### config.mk
export PLATFORM = sky130hd
export DESIGN_NAME = pc_sequencer
export DESIGN_NICKNAME = d
export VERILOG_FILES = /design/src/rtl/pc_sequencer.sv
export SDC_FILE = /design/constraint.sdc
export NUM_CORES = 1
export LEC_CHECK = 0
export BUFFER_PORTS_ARGS = -buffer_cell sky130_fd_sc_hd__buf_2
export CAP_MARGIN = 10
export CORE_MARGIN = 8
export CORE_UTILIZATION = 35
export CTS_BUF_LIST = sky130_fd_sc_hd__clkbuf_4
export DETAILED_ROUTE_END_ITERATION = 8
export PLACE_DENSITY = 0.68
export SYNTH_ARGS = -nofsm -noshare
export SYNTH_HDL_FRONTEND = slang
export SYNTH_SLANG_ARGS = --single-unit
### constraint.sdc
create_clock -name clk -period 2.53 [get_ports clk]
set_input_delay 0.3795 -clock clk [delete_from_list [all_inputs] [get_ports clk]]
set_output_delay 0.3795 -clock clk [all_outputs]
set_load 0.005 [all_outputs]
### src/rtl/pc_sequencer.sv
// Fetch-stage PC owner: selects sequential, branch, jump, jr or exception target,
// parks redirects that arrive while fetch is stalled, and drives the F/D flush.
module pc_sequencer #(
  parameter int               WIDTH      = 32,
  parameter logic [WIDTH-1:0] RESET_PC   = '0,
  parameter logic [WIDTH-1:0] EXC_VECTOR = WIDTH'(32'h80000180)
) (
  input  logic             clk,
  input  logic             reset,
  input  logic             stallf,
  input  logic             imem_ready,
  input  logic             exc,
  input  logic             branch_taken,
  input  logic [WIDTH-1:0] branch_target,
  input  logic             jump,
  input  logic [WIDTH-1:0] jump_target,
  input  logic             jr,
  input  logic [WIDTH-1:0] jr_target,
  input  logic             jr_src_ready,
  output logic [WIDTH-1:0] pcf,
  output logic             fetch_valid,
  output logic             flushd,
  output logic [1:0]       seq_state
);

  typedef enum logic [1:0] {
    BOOT    = 2'd0,
    RUN     = 2'd1,
    WAIT_JR = 2'd2,
    HOLD    = 2'd3
  } state_t;

  localparam logic [WIDTH-1:0] ALIGN = ~WIDTH'(3);

  state_t           state_q, state_d;
  logic [WIDTH-1:0] pcf_q, pcf_d;
  logic [WIDTH-1:0] pending_q, pending_d;

  logic             advance, jr_go, redir;
  logic [WIDTH-1:0] tgt, wait_tgt, hold_tgt;

  always_comb begin
    advance = imem_ready & ~stallf;
    jr_go   = jr & jr_src_ready;
    // An unresolved jr outranks jump, so jump only counts when no jr is decoded.
    redir   = exc | branch_taken | jr_go | (jump & ~jr);

    if (exc)               tgt = EXC_VECTOR;
    else if (branch_taken) tgt = branch_target & ALIGN;
    else if (jr_go)        tgt = jr_target & ALIGN;
    else                   tgt = jump_target & ALIGN;

    wait_tgt = exc ? EXC_VECTOR : (jr_target & ALIGN);
    hold_tgt = exc ? EXC_VECTOR : pending_q;

    state_d     = state_q;
    pcf_d       = pcf_q;
    pending_d   = pending_q;
    fetch_valid = 1'b0;
    flushd      = 1'b0;

    unique case (state_q)
      BOOT: state_d = RUN;
      RUN: begin
        if (redir) begin
          if (advance) begin
            pcf_d  = tgt;
            flushd = 1'b1;
          end else begin
            pending_d = tgt;
            state_d   = HOLD;
          end
        end else if (jr) begin
          state_d = WAIT_JR;
        end else if (advance) begin
          pcf_d       = pcf_q + WIDTH'(4);
          fetch_valid = 1'b1;
        end
      end
      WAIT_JR: begin
        if (exc || jr_src_ready) begin
          if (advance) begin
            pcf_d   = wait_tgt;
            flushd  = 1'b1;
            state_d = RUN;
          end else begin
            pending_d = wait_tgt;
            state_d   = HOLD;
          end
        end
      end
      HOLD: begin
        pending_d = hold_tgt;
        if (advance) begin
          pcf_d   = hold_tgt;
          flushd  = 1'b1;
          state_d = RUN;
        end
      end
      default: state_d = BOOT;
    endcase

    if (!reset) begin
      fetch_valid = 1'b0;
      flushd      = 1'b0;
    end
  end

  always_ff @(posedge clk) begin
    if (!reset) begin
      state_q   <= BOOT;
      pcf_q     <= RESET_PC;
      pending_q <= '0;
    end else begin
      state_q   <= state_d;
      pcf_q     <= pcf_d;
      pending_q <= pending_d;
    end
  end

  assign pcf       = pcf_q;
  assign seq_state = state_q;

endmodule

==> impl_metrics.tcl, run 1 <==
set metrics [dict create \
    gp_congestion 0.881 \
    grt-ovfl-total 0 \
    worst_pin_slew_ps 616 \
    root_buffer "clkbuf_4" \
    track_usage 0.193 \
    worstPathRequired_ps 2900 \
    synth_seq_cells 66 \
    worstPathArrival_ps 2640 \
    finalSetupViolCount 0 \
    cts_tree "built" \
    wl_met2_mm 8.27 \
    die_y_um 133 \
    synth_area_um2 4820 \
    ys_seq_area_frac 0.274 \
    via_per_inst 5.78 \
    max-clock-path-buffers 2 \
    synth.top_cells.by_count "66 x dfxtp_1, 64 x nor2_1, 51 x o21ai_0" \
    rsz0062_at_grt "false" \
    nFillCells 1483 \
    ys.warnings.count 0 \
    layout.nets 867 \
    insertion_delay_ps 440 \
    clock.fmax_ghz 0.441 \
    wl_met1_mm 7.81 \
    antennaDiodeCount 0 \
    multi_input_area_um2 3230 \
    vias 5443 \
    synth_nets 742 \
    finalCritPeriodShare 0.896 \
    htree_levels 3 \
    layout.cells.non_filler 942 \
    grt_pass1_wl_mm 27.8 \
    powerDensity_nw_per_um2 939 \
    ctsResizeCount 0 \
    clock-skew-final_ps 30.4 \
    setup_ws_ps 263 \
    power_leakage_nw 2.49 \
    coreArea_um2 13700 \
    routed.top_layer "met4" \
    drc 0 \
    cp-start-kind "flip-flop" \
    dp_hpwl_mm 13.5 \
    synth_cell_types 67 \
    rows 43 \
    crit_path_end_kind "flip-flop" \
    preCtsSetupSlack_ps 226 \
    die-area_um2 17800 \
    vdd_drop_max_mv 0.380 \
    grt_max_degree 36 \
    drtAntennaViolNets 0 \
    antenna_found_initial 0 \
    ioPinCount 141 \
    path_class "reg -> reg" \
    placed_cells 926 \
    wl_mm 17.6 \
    route.met3.wl_mm 1.06 \
    syn_area_per_cell_um2 7.62 \
    final_hold_viol_count 0 \
    holdBufCountCts 0 \
    area_growth_pct 23.2 \
    syn_inst 632 \
    wire_per_inst_um 18.7 \
    synth_most_common_cell "dfxtp_1" \
    synth-async-reset-ratio 0 \
    maxCapViolCount 0 \
    maxSlewViolCount 0 \
    fin_crit_ps 2270 \
    cts_made_buffers 9 \
    path_clk_slew_ps 150 \
    first_pass_iters 5 \
    relSlewSlack 0.588 \
    post_cts_buffers 0 \
    synth_top_area_frac 0.274 \
    die_w_um 133 \
    drive_gt1_frac 0.287 \
    synth_edf_count 0 \
    hp-class "in -> reg" \
    ff_latch_area_um2 1320 \
    synth_area_leaders "dfxtp_1 27%, o21ai_0 5.3%, a211oi_1 5.1%, nor2_1 5.0%, mux2i_1 4.4%" \
    dr.first_iter.drc_count 385 \
    crit_fanout 14 \
    cts_sinks 66 \
    grt_pass1_vias 5331 \
    tns_ps 0 \
    yosysTopAreaCell "dfxtp_1" \
    status "finished clean" \
    floorplan.initialDensity 0.352 \
    ys.flop_type "dfxtp_1" \
    portBuffers 134 \
]
-- placed cells by master, fill, tap and decap left out, types with 5 or more instances in the layout --
| master | count |
|---|---|
| xor2_1 | 6 |
| nand4_1 | 8 |
| nor2_1 | 63 |
| nor4b_1 | 5 |
| nor4_1 | 15 |
| or2_2 | 12 |
| dfxtp_1 | 66 |
| a22oi_1 | 27 |
| mux2_2 | 5 |
| inv_1 | 13 |
| a31oi_1 | 20 |
| a211oi_1 | 32 |
| buf_4 | 37 |
| mux2i_1 | 21 |
| and3_1 | 26 |
| buf_2 | 134 |
| o211ai_1 | 5 |
| nand2b_1 | 10 |
| o31ai_1 | 10 |
| clkbuf_4 | 9 |
| nand2_1 | 20 |
| a211o_1 | 8 |
| ha_1 | 5 |
| a21oi_1 | 20 |
| nor3_1 | 24 |
| nand3b_1 | 6 |
| o21ai_0 | 51 |
| o211a_1 | 6 |
| nand3_1 | 18 |
-- power breakdown --
group / leakage, nW / total [mW] / internal [mW] / switching (mW)
Sequential: 0.543 / 1.95 / 1.50 / 0.451
Combinational: 1.89 / 2.95 / 1.27 / 1.67
Clock: 0.0647 / 0.675 / 0.209 / 0.466
Total: 2.49 / 5.57 / 2.98 / 2.59
-- cell families after synthesis --
group / after synthesis / share of synthesized area
AND/OR/NAND/NOR: 229 / 0.257
AO/OA/AOI/OAI: 224 / 0.322
buffers and inverters: 73 / 0.0621
flip-flops: 66 / 0.274
multiplexers: 26 / 0.0553
XOR/XNOR: 9 / 0.0164
adder cells (fa/ha/maj): 5 / 0.0130
-- flip-flops by register name, summed over array words and instances (netlist names) --
signal	flops
pcf	32
pending_q	32
seq_state	2
-- worst paths after layout --
kind | start | endpoint | slack, ps | depth (start not counted)
max | seq_state[0]$_SDFFE_PN0P_ | pcf[13]$_SDFFE_PN0P_ | 260 | 7
min | jr_target[8] | pending_q[8]$_SDFFE_PN0P_ | 330 | 3
min reg2reg | pending_q[0]$_SDFFE_PN0P_ | pending_q[0]$_SDFFE_PN0P_ | 440 | 2
max reg2reg | seq_state[0]$_SDFFE_PN0P_ | pcf[13]$_SDFFE_PN0P_ | 260 | 7
-- critical path, cell delays in order, from the launching register on --
cell	delay [ps]
dfxtp_1	340
buf_4	160
ha_1	210
buf_4	190
a21oi_1	300
o211a_1	440
nand2_1	260
o31ai_1	290
-- per-layer routing --
metal | vias up | global-route usage
met5 | - | 0
met4 | 0 | 0.0680
met3 | 33 | 0.0467
met2 | 180 | 0.310
met1 | 2550 | 0.247
li1 | 2680 | -
-- final cells by class --
class / instances / area share
Clock buffer: 9 / 0.0114
Clock inverter: 7 / 0.00864
Inverter: 14 / 0.00886
Multi-Input combinational cell: 493 / 0.544
Sequential cell: 66 / 0.223
Tap cell: 180 / 0.0380
Timing Repair Buffer: 173 / 0.167
-- through the flow --
step | power (mW) | utilization | area (um2) | hold slack, ps
after floorplan | 3.73 | - | 4820 | 409
after detailed placement | 4.90 | 0.425 | 5800 | 426
after global placement | 4.84 | 0.425 | 5800 | 420
after global routing | 6.05 | 0.434 | 5930 | 318
after CTS | 5.56 | 0.433 | 5920 | 320
final | 5.57 | 0.434 | 5930 | 331
Power figures use the tool's default switching activity.
==> run 2: changes to the inputs <==
BUFFER_PORTS_ARGS = unset   (was -buffer_cell sky130_fd_sc_hd__buf_2)
CORE_ASPECT_RATIO = 1.75   (was unset)
DONT_BUFFER_PORTS = 1   (was unset)
PLACE_DENSITY = 0.59   (was 0.68)
==> run 2 against run 1 <==
Against the previous run:
- via count decreased by 5.0%
- register-to-register slack worse by 130 ps
- clock skew fell by 11 ps
- worst hold slack lost 240 ps
- first-iteration DRC count up 20%
- core utilization decreased by 3.5 points
- highest routed layer is now met5
- critical path depth is 1 higher
- critical endpoint is now pcf[16]$_SDFFE_PN0P_
- worst setup slack worse by 130 ps
==> impl_metrics.tcl, run 2 (synthesis gave the netlist of run 1 again) <==
set metrics [dict create \
    status "finished clean" \
    gr-usage-met3 0.0558 \
    drc 0 \
    whs_ps 92.1 \
    power_leakage_nw 1.96 \
    path_clk_slew_ps 120 \
    path_class "reg -> reg" \
    cts_made_buffers 9 \
    worstPathRequired_ps 2870 \
    wire_per_inst_um 23.5 \
    grt.busiest_layer "met2" \
    final_cell_mix "65 x dfxtp_1, 63 x nor2_1, 51 x o21ai_0" \
    insertion_delay_ps 430 \
    clock-skew-final_ps 19.0 \
    portBuffers 0 \
    powerDensity_nw_per_um2 1070 \
    coreArea_um2 13500 \
    final_hold_viol_count 0 \
    vdd_drop_max_mv 0.464 \
    finalCritPeriodShare 0.949 \
    tns_ps 0 \
    first_pass_iters 5 \
    hp-class "in -> reg" \
    fin_crit_ps 2400 \
    ctsResizeCount 1 \
    rows 56 \
    rsz0062_at_grt "false" \
    max-clock-path-buffers 2 \
    critPathTopFamily "compound AO/OA/AOI/OAI gates" \
    antenna_found_initial 2 \
    grt_pass1_vias 5147 \
    layout.nets 734 \
    crit_chain "buf_4 -> ha_1 -> buf_12 -> a21oi_1 -> o211ai_1 -> buf_4 -> a211o_1 -> o31ai_1" \
    worstPathArrival_ps 2740 \
    htree_levels 3 \
    dr.first_iter.drc_count 463 \
    critPathMaxStageDelay_ps 370 \
    crit_fanout 30 \
    grt-ovfl-total 0 \
    dp_hpwl_mm 14.1 \
    critPathSlowestCell "dfxtp_2" \
    post_cts_buffers 0 \
    worst_pin_slew_ps 568 \
    cts_sinks 66 \
    dpl_cell_area_um2 5140 \
    final_common_cell "dfxtp_1" \
    final_area_um2 5370 \
    vias 5171 \
    cp-start-kind "flip-flop" \
    drtAntennaViolNets 0 \
    crit_path_end_kind "flip-flop" \
    die_w_um 105 \
    grt_max_degree 43 \
    drive_gt1_frac 0.143 \
    relSlewSlack 0.621 \
    die_y_um 171 \
    die-area_um2 17900 \
    maxCapViolCount 0 \
    met1_usage 0.218 \
    finalSetupViolCount 0 \
    wl_mm 18.9 \
    crit_path_frequent_cell "buf_4" \
    use_met2 0.368 \
    root_buffer "clkbuf_4" \
    gp_congestion 0.916 \
    via_per_inst 6.43 \
    maxSlewViolCount 0 \
    clock.fmax_ghz 0.417 \
    ioPinCount 141 \
    floorplan.initialDensity 0.358 \
    track_usage 0.207 \
    area_growth_pct 11.4 \
    nFillCells 1408 \
    worst-path-buf-inv 3 \
    grt_pass1_wl_mm 29.0 \
    holdBufCountCts 0 \
    cts_tree "built" \
]
[run 2: layout make-up]
| cell class | instances | area (um2) | area share |
|---|---|---|---|
| inverters | 14 | 52.6 | 0.00979 |
| flip-flops and latches | 66 | 1320 | 0.247 |
| clock inverters | 6 | 105 | 0.0196 |
| clock buffers | 10 | 75.1 | 0.0140 |
| repair buffers | 40 | 342 | 0.0637 |
| well taps | 174 | 218 | 0.0406 |
| diodes | 1 | 2.50 | 0.000466 |
| multi-input cells | 493 | 3250 | 0.605 |
[run 2: worst paths after layout]
path	slack [ps]	cells past startpoint	to	from
hold reg to reg	440	2	pending_q[0]$_SDFFE_PN0P_	pending_q[0]$_SDFFE_PN0P_
setup / recovery	130	8	pcf[16]$_SDFFE_PN0P_	seq_state[0]$_SDFFE_PN0P_
hold / removal	90	2	seq_state[0]$_SDFFE_PN0P_	reset
setup reg to reg	130	8	pcf[16]$_SDFFE_PN0P_	seq_state[0]$_SDFFE_PN0P_
[run 2: power by group]
| part | switching (mW) | total, mW | internal, mW |
|---|---|---|---|
| Clock | 0.416 | 0.921 | 0.505 |
| Sequential | 0.492 | 2.00 | 1.50 |
| Combinational | 1.63 | 2.82 | 1.19 |
| Total | 2.54 | 5.74 | 3.20 |
[run 2: routing by layer]
layer  up-vias  routed length (um)
met2       262                9620
li1       2414                   -
met5         -                   8
met3        47                1630
met1      2446                6820
met4         2                 797
[run 2: stage by stage]
stage | power (mW) | util | setup WS, ps | cells
finish | 5.74 | 0.399 | 130 | 804
global route | 6.14 | 0.399 | 34.5 | 804
CTS | 5.70 | 0.396 | 7.34 | 803
detailed placement | 4.77 | 0.382 | -38.6 | 787
global placement | 4.68 | 0.382 | 76.1 | 787
floorplan | 3.73 | - | 403 | 632
